===== src/rtl/alu_mul_seq_pkg.sv =====
// Shared constants for the shift-and-add multiplier sequencer: the ALU control
// words it issues and its state encoding.
package alu_mul_seq_pkg;

    // Hack ALU control word order: {zx, nx, zy, ny, f, no}
    localparam logic [5:0] ALU_ZERO   = 6'b101010;
    localparam logic [5:0] ALU_XPLUSY = 6'b000010;

    typedef enum logic [2:0] {
        S_IDLE = 3'd0,
        S_CLR  = 3'd1,
        S_ADD  = 3'd2,
        S_DBL  = 3'd3,
        S_DONE = 3'd4
    } state_t;

endpackage


===== src/rtl/alu_mul_seq_if.sv =====
// Request/response handshake bundle between a requester and the multiplier
// sequencer.
interface alu_mul_seq_if #(
    parameter int WIDTH = 16
);
    logic             in_valid;
    logic             in_ready;
    logic [WIDTH-1:0] a;
    logic [WIDTH-1:0] b;
    logic             out_valid;
    logic             out_ready;
    logic [WIDTH-1:0] product;
    logic             zr;
    logic             ng;

    modport master (
        output in_valid, a, b, out_ready,
        input  in_ready, out_valid, product, zr, ng
    );

    modport slave (
        input  in_valid, a, b, out_ready,
        output in_ready, out_valid, product, zr, ng
    );
endinterface


===== src/rtl/alu_mul_seq.sv =====
// Multi-cycle multiplier that computes a*b mod 2^WIDTH by steering an external
// Hack ALU through clear / add / double steps; it owns no adder of its own.
module alu_mul_seq
    import alu_mul_seq_pkg::*;
#(
    parameter int WIDTH = 16
) (
    input  logic             clk,
    input  logic             reset,
    alu_mul_seq_if.slave     bus,
    output logic [WIDTH-1:0] alu_x,
    output logic [WIDTH-1:0] alu_y,
    output logic             alu_zx,
    output logic             alu_nx,
    output logic             alu_zy,
    output logic             alu_ny,
    output logic             alu_f,
    output logic             alu_no,
    input  logic [WIDTH-1:0] alu_out
);
    state_t           state, state_n;
    logic [WIDTH-1:0] a_reg;
    logic [WIDTH-1:0] b_reg;
    logic [WIDTH-1:0] acc;
    logic [WIDTH-1:0] b_shr;
    logic [5:0]       ctrl;

    assign b_shr = b_reg >> 1;

    always_ff @(posedge clk) begin
        if (reset) begin
            state <= S_IDLE;
        end else begin
            state <= state_n;
        end
    end

    always_comb begin
        state_n      = state;
        ctrl         = ALU_ZERO;
        alu_x        = '0;
        alu_y        = '0;
        bus.in_ready = 1'b0;
        bus.out_valid = 1'b0;
        case (state)
            S_IDLE: begin
                bus.in_ready = 1'b1;
                if (bus.in_valid) state_n = S_CLR;
            end
            S_CLR: begin
                if (b_reg == '0)   state_n = S_DONE;
                else if (b_reg[0]) state_n = S_ADD;
                else               state_n = S_DBL;
            end
            S_ADD: begin
                ctrl  = ALU_XPLUSY;
                alu_x = acc;
                alu_y = a_reg;
                // ADD leaves B alone; the following DBL consumes bit 0.
                if (b_shr == '0) state_n = S_DONE;
                else             state_n = S_DBL;
            end
            S_DBL: begin
                ctrl  = ALU_XPLUSY;
                alu_x = a_reg;
                alu_y = a_reg;
                if (b_shr == '0)   state_n = S_DONE;
                else if (b_shr[0]) state_n = S_ADD;
                else               state_n = S_DBL;
            end
            S_DONE: begin
                bus.out_valid = 1'b1;
                if (bus.out_ready) state_n = S_IDLE;
            end
            default: state_n = S_IDLE;
        endcase
    end

    assign {alu_zx, alu_nx, alu_zy, alu_ny, alu_f, alu_no} = ctrl;

    // ALU results are captured the same cycle they are driven.
    always_ff @(posedge clk) begin
        if (reset) begin
            a_reg <= '0;
            b_reg <= '0;
            acc   <= '0;
        end else begin
            case (state)
                S_IDLE: begin
                    if (bus.in_valid) begin
                        a_reg <= bus.a;
                        b_reg <= bus.b;
                    end
                end
                S_CLR, S_ADD: acc <= alu_out;
                S_DBL: begin
                    a_reg <= alu_out;
                    b_reg <= b_shr;
                end
                default: ;
            endcase
        end
    end

    assign bus.product = acc;
    assign bus.zr      = (acc == '0);
    assign bus.ng      = acc[WIDTH-1];
endmodule


===== src/flat_wrapper.sv =====
// flat-port wrapper written by rule: the top's interface ports become plain ports
module alu_mul_seq_flat import alu_mul_seq_pkg::*;
#(
    parameter int WIDTH = 16
)
  (clk, reset, alu_x, alu_y, alu_zx, alu_nx, alu_zy, alu_ny, alu_f, alu_no, alu_out, bus_in_valid, bus_a, bus_b, bus_out_ready, bus_in_ready, bus_out_valid, bus_product, bus_zr, bus_ng);
  alu_mul_seq_if #(.WIDTH(WIDTH)) bus_i ();
  input  logic clk;
  input  logic reset;
  output logic [WIDTH-1:0] alu_x;
  output logic [WIDTH-1:0] alu_y;
  output logic alu_zx;
  output logic alu_nx;
  output logic alu_zy;
  output logic alu_ny;
  output logic alu_f;
  output logic alu_no;
  input  logic [WIDTH-1:0] alu_out;
  input wire logic [$bits(bus_i.in_valid)-1:0] bus_in_valid;
  input wire logic [$bits(bus_i.a)-1:0] bus_a;
  input wire logic [$bits(bus_i.b)-1:0] bus_b;
  input wire logic [$bits(bus_i.out_ready)-1:0] bus_out_ready;
  output wire logic [$bits(bus_i.in_ready)-1:0] bus_in_ready;
  output wire logic [$bits(bus_i.out_valid)-1:0] bus_out_valid;
  output wire logic [$bits(bus_i.product)-1:0] bus_product;
  output wire logic [$bits(bus_i.zr)-1:0] bus_zr;
  output wire logic [$bits(bus_i.ng)-1:0] bus_ng;
  assign bus_i.in_valid = bus_in_valid;
  assign bus_i.a = bus_a;
  assign bus_i.b = bus_b;
  assign bus_i.out_ready = bus_out_ready;
  assign bus_in_ready = bus_i.in_ready;
  assign bus_out_valid = bus_i.out_valid;
  assign bus_product = bus_i.product;
  assign bus_zr = bus_i.zr;
  assign bus_ng = bus_i.ng;
  alu_mul_seq #(.WIDTH(WIDTH)) u_core (.clk(clk), .reset(reset), .bus(bus_i), .alu_x(alu_x), .alu_y(alu_y), .alu_zx(alu_zx), .alu_nx(alu_nx), .alu_zy(alu_zy), .alu_ny(alu_ny), .alu_f(alu_f), .alu_no(alu_no), .alu_out(alu_out));
endmodule

===== config.mk =====
export PLATFORM = sky130hd
export DESIGN_NAME = alu_mul_seq_flat
export DESIGN_NICKNAME = d
export VERILOG_FILES = /design/src/rtl/alu_mul_seq_pkg.sv /design/src/rtl/alu_mul_seq_if.sv /design/src/rtl/alu_mul_seq.sv /design/src/flat_wrapper.sv
export SDC_FILE = /design/constraint.sdc
export NUM_CORES = 1
export LEC_CHECK = 0
export CAP_MARGIN = 10
export CORE_MARGIN = 5
export CORE_UTILIZATION = 40
export CTS_BUF_LIST = sky130_fd_sc_hd__clkbuf_4
export CTS_CLUSTER_SIZE = 20
export DETAILED_ROUTE_END_ITERATION = 8
export PLACE_DENSITY = 0.75
export SLEW_MARGIN = 20
export SYNTH_ARGS = -nofsm -noshare
export SYNTH_HDL_FRONTEND = slang
export SYNTH_SLANG_ARGS = --single-unit

===== constraint.sdc =====
create_clock -name clk -period 2.9 [get_ports clk]
set_input_delay 0.29 -clock clk [delete_from_list [all_inputs] [get_ports clk]]
set_output_delay 0.29 -clock clk [all_outputs]
set_load 0.02 [all_outputs]

==> results.yml <==
run_status:
  status: "finished clean"
pwr:
  power_leakage_nw: 1.28
  pwr-share-comb_pct: 54.2
  p_per_area_nw_per_um2: 905
  ir_drop_mv: 0.466
  pwr-share-seq_pct: 34.1
  p_sw_share_pct: 43.4
  p_sw_w: 0.00145
  power.share.clock_pct: 11.8
  internal-power_w: 0.00189
yosys:
  ys_ff_latch: 51
  yosysSeqAreaShare_pct: 39.7
  synthCells: 314
  synth_warnings: 0
  postSynthAreaPerCell_um2: 8.20
  netlist_area_um2: 2570
  yosys.cell_types.count: 34
detailed_routing:
  drt_iter0_markers: 156
  ant_nets: 0
  post-route-drc-count: 0
  wirelength_um: 8180
  vias: 2734
  viasPerCell: 5.70
  first_pass_iters: 4
  avgRoutedWirePerCell_um: 17.0
worst_setup_path:
  cp_cell_sequence: "and2b_1 > inv_2 > nor2_1 > clkdlybuf4s50_1"
  cpPeakStageDelay_ns: 0.64
  cp.required_ns: 2.61
  cp-end-kind: "output port"
  path_buf_inv: 2
  r2r_slack_ns: 0.90
  path_max_fanout: 18
  worst_setup_path_start_kind: "flip-flop"
  crit_family: "buffers and inverters"
  crit_slowest_cell: "clkdlybuf4s50_1"
  critical_path_class: "reg -> out"
  crit_arrival_ns: 2.36
final_layout:
  mostFrequentLayoutCell: "clkdlybuf4s50_1"
  stdcell_count: 480
  antenna_cells: 0
  finalInstanceArea_um2: 3690
  drive_above_1_share_pct: 5.96
  nNetsFinal: 454
  fill_cells: 600
  areaGrowthSynthToFinish_pct: 43.4
  layout_common_cells: "clkdlybuf4s50_1 (104), dfxtp_1 (50), nand3_1 (46)"
place:
  io_buffers: 105
  dp_cells: 472
  dpl_cell_area_um2: 3600
  gp_routability_congestion: 0.815
  hpwl_um: 5900
timing:
  finClkSkew_ns: 0.00523
  period_share_pct: 91.2
  drv_slew: 0
  tns_ns: 0
  hold_viol: 0
  rsz0062_at_grt: "no"
  worst_pin_slew_ns: 0.709
  fmax_mhz: 378
  min_period_ns: 2.65
  slew_headroom_pct: 52.7
  setup_viol: 0
global_routing:
  grt_max_degree: 32
  overflow: 0
  grt_pass1_wl_um: 13000
  antenna_found_initial: 0
  groute.usage.overall_pct: 19.0
  grt_pass1_vias: 2614
clocking:
  cts_buffer_depth: 2
  path_clk_slew_ns: 0.14
  hold_buffers: 0
  clockRootBuffer: "clkbuf_4"
  cts_buffers: 5
  post_cts_resize_count: 0
  h-tree-depth: 2
  clock_latency_ns: 0.36
  post_cts_buffers: 0
  cts_tree: "yes"
  cts.sinks: 51
worst_hold_path:
  min_path_type: "in -> reg"
floorplan:
  dieArea_um2: 8140
  rows: 29
  core_area_um2: 6310
  die_width_um: 90.2
  start_util_pct: 40.8
  boundaryPins: 110
  die_h_um: 90.2
run:
  cap_violations: 0
## logic make-up (layout without fill, tap and decap cells)
kind of cell / count (synthesis) / in the layout / share of synthesized area [%]
buffers and inverters: 38 / 125 / 8.17
multiplexers: 16 / 16 / 6.22
AO/OA/AOI/OAI: 97 / 97 / 22.7
AND/OR/NAND/NOR: 108 / 108 / 22.3
XOR/XNOR: 2 / 2 / 0.681
other: 2 / 4 / 0.292
flip-flops: 51 / 51 / 39.7
## metrics by stage
step                      utilization [%]  hold slack (ns)  total power, W  setup WS (ns)
after floorplan                         -            0.426         0.00227           1.20
after global placement               57.1            0.466         0.00291          0.667
after detailed placement             57.1            0.470         0.00295          0.497
after CTS                            58.3            0.339         0.00334         0.0778
after global routing                 58.4            0.343         0.00356          0.105
final                                58.4            0.336         0.00334          0.254
## cell type report
type,instances,area [µm²],area share [%]
inverters,2,7.51,0.203
well taps,77,96.3,2.61
clock buffers,5,37.5,1.02
repair buffers,115,1120,30.4
multi-input cells,227,1370,37.0
clock inverters,3,38.8,1.05
flip-flops and latches,51,1020,27.7
## power by group through the flow
stage	Combinational, W	Clock [W]	Sequential (W)
2_1_floorplan	0.00110	0	0.00117
3_3_place_gp	0.00177	0	0.00114
3_5_place_dp	0.00180	0	0.00115
4_1_cts	0.00181	0.000402	0.00113
5_1_grt	0.00196	0.000433	0.00117
6_report	0.00181	0.000393	0.00114
## synth_stat cells
library cell | instances | area, µm²
inv_1 | 1 | 3.75
and3b_1 | 1 | 8.76
clkbuf_1 | 14 | 52.6
or4b_1 | 1 | 10.0
nor2_1 | 19 | 71.3
buf_4 | 6 | 45.0
o2bb2ai_2 | 1 | 15.0
nor3b_1 | 1 | 7.51
o211a_1 | 1 | 10.0
dfxtp_1 | 51 | 1020
conb_1 | 2 | 7.51
xor2_1 | 1 | 8.76
and2_1 | 16 | 100
a22oi_1 | 28 | 210
xnor2_1 | 1 | 8.76
nor3_1 | 6 | 30.0
and2b_1 | 1 | 7.51
nand3b_1 | 1 | 7.51
o21ai_0 | 18 | 90.1
nor2b_1 | 2 | 12.5
nor4_1 | 7 | 43.8
buf_2 | 12 | 60.1
mux2i_1 | 16 | 160
nand4_1 | 1 | 6.26
a311oi_1 | 1 | 8.76
nor4b_2 | 1 | 15.0
o221a_2 | 1 | 11.3
and4_1 | 1 | 8.76
inv_2 | 1 | 3.75
buf_6 | 4 | 45.0
nand3_1 | 46 | 230
nand2_1 | 4 | 15.0
a21oi_1 | 45 | 225
o22ai_1 | 2 | 12.5
## final timing paths
path | from | to | depth (start not counted)
worst min-delay path | reset | u_core.state[0]$_SDFFE_PP0P_ | 2
worst max-delay path | u_core.state[1]$_SDFFE_PP0P_ | alu_x[8] | 4
worst min register to register | u_core.a_reg[6]$_SDFFE_PP0P_ | u_core.a_reg[6]$_SDFFE_PP0P_ | 2
worst max register to register | u_core.state[0]$_SDFFE_PP0P_ | u_core.bus.product[13]$_SDFFE_PP0P_ | 5
## layer usage
layer / part of all wire (%) / vias to the layer above / GRT usage, %
met5: 0 / - / 0
met4: 1.4 / 0 / 5.58
met3: 6.7 / 11 / 3.92
met2: 50 / 109 / 33.4
met1: 42 / 1298 / 23.4
li1: - / 1316 / -
Note: power is estimated with default switching activity, not from simulation.
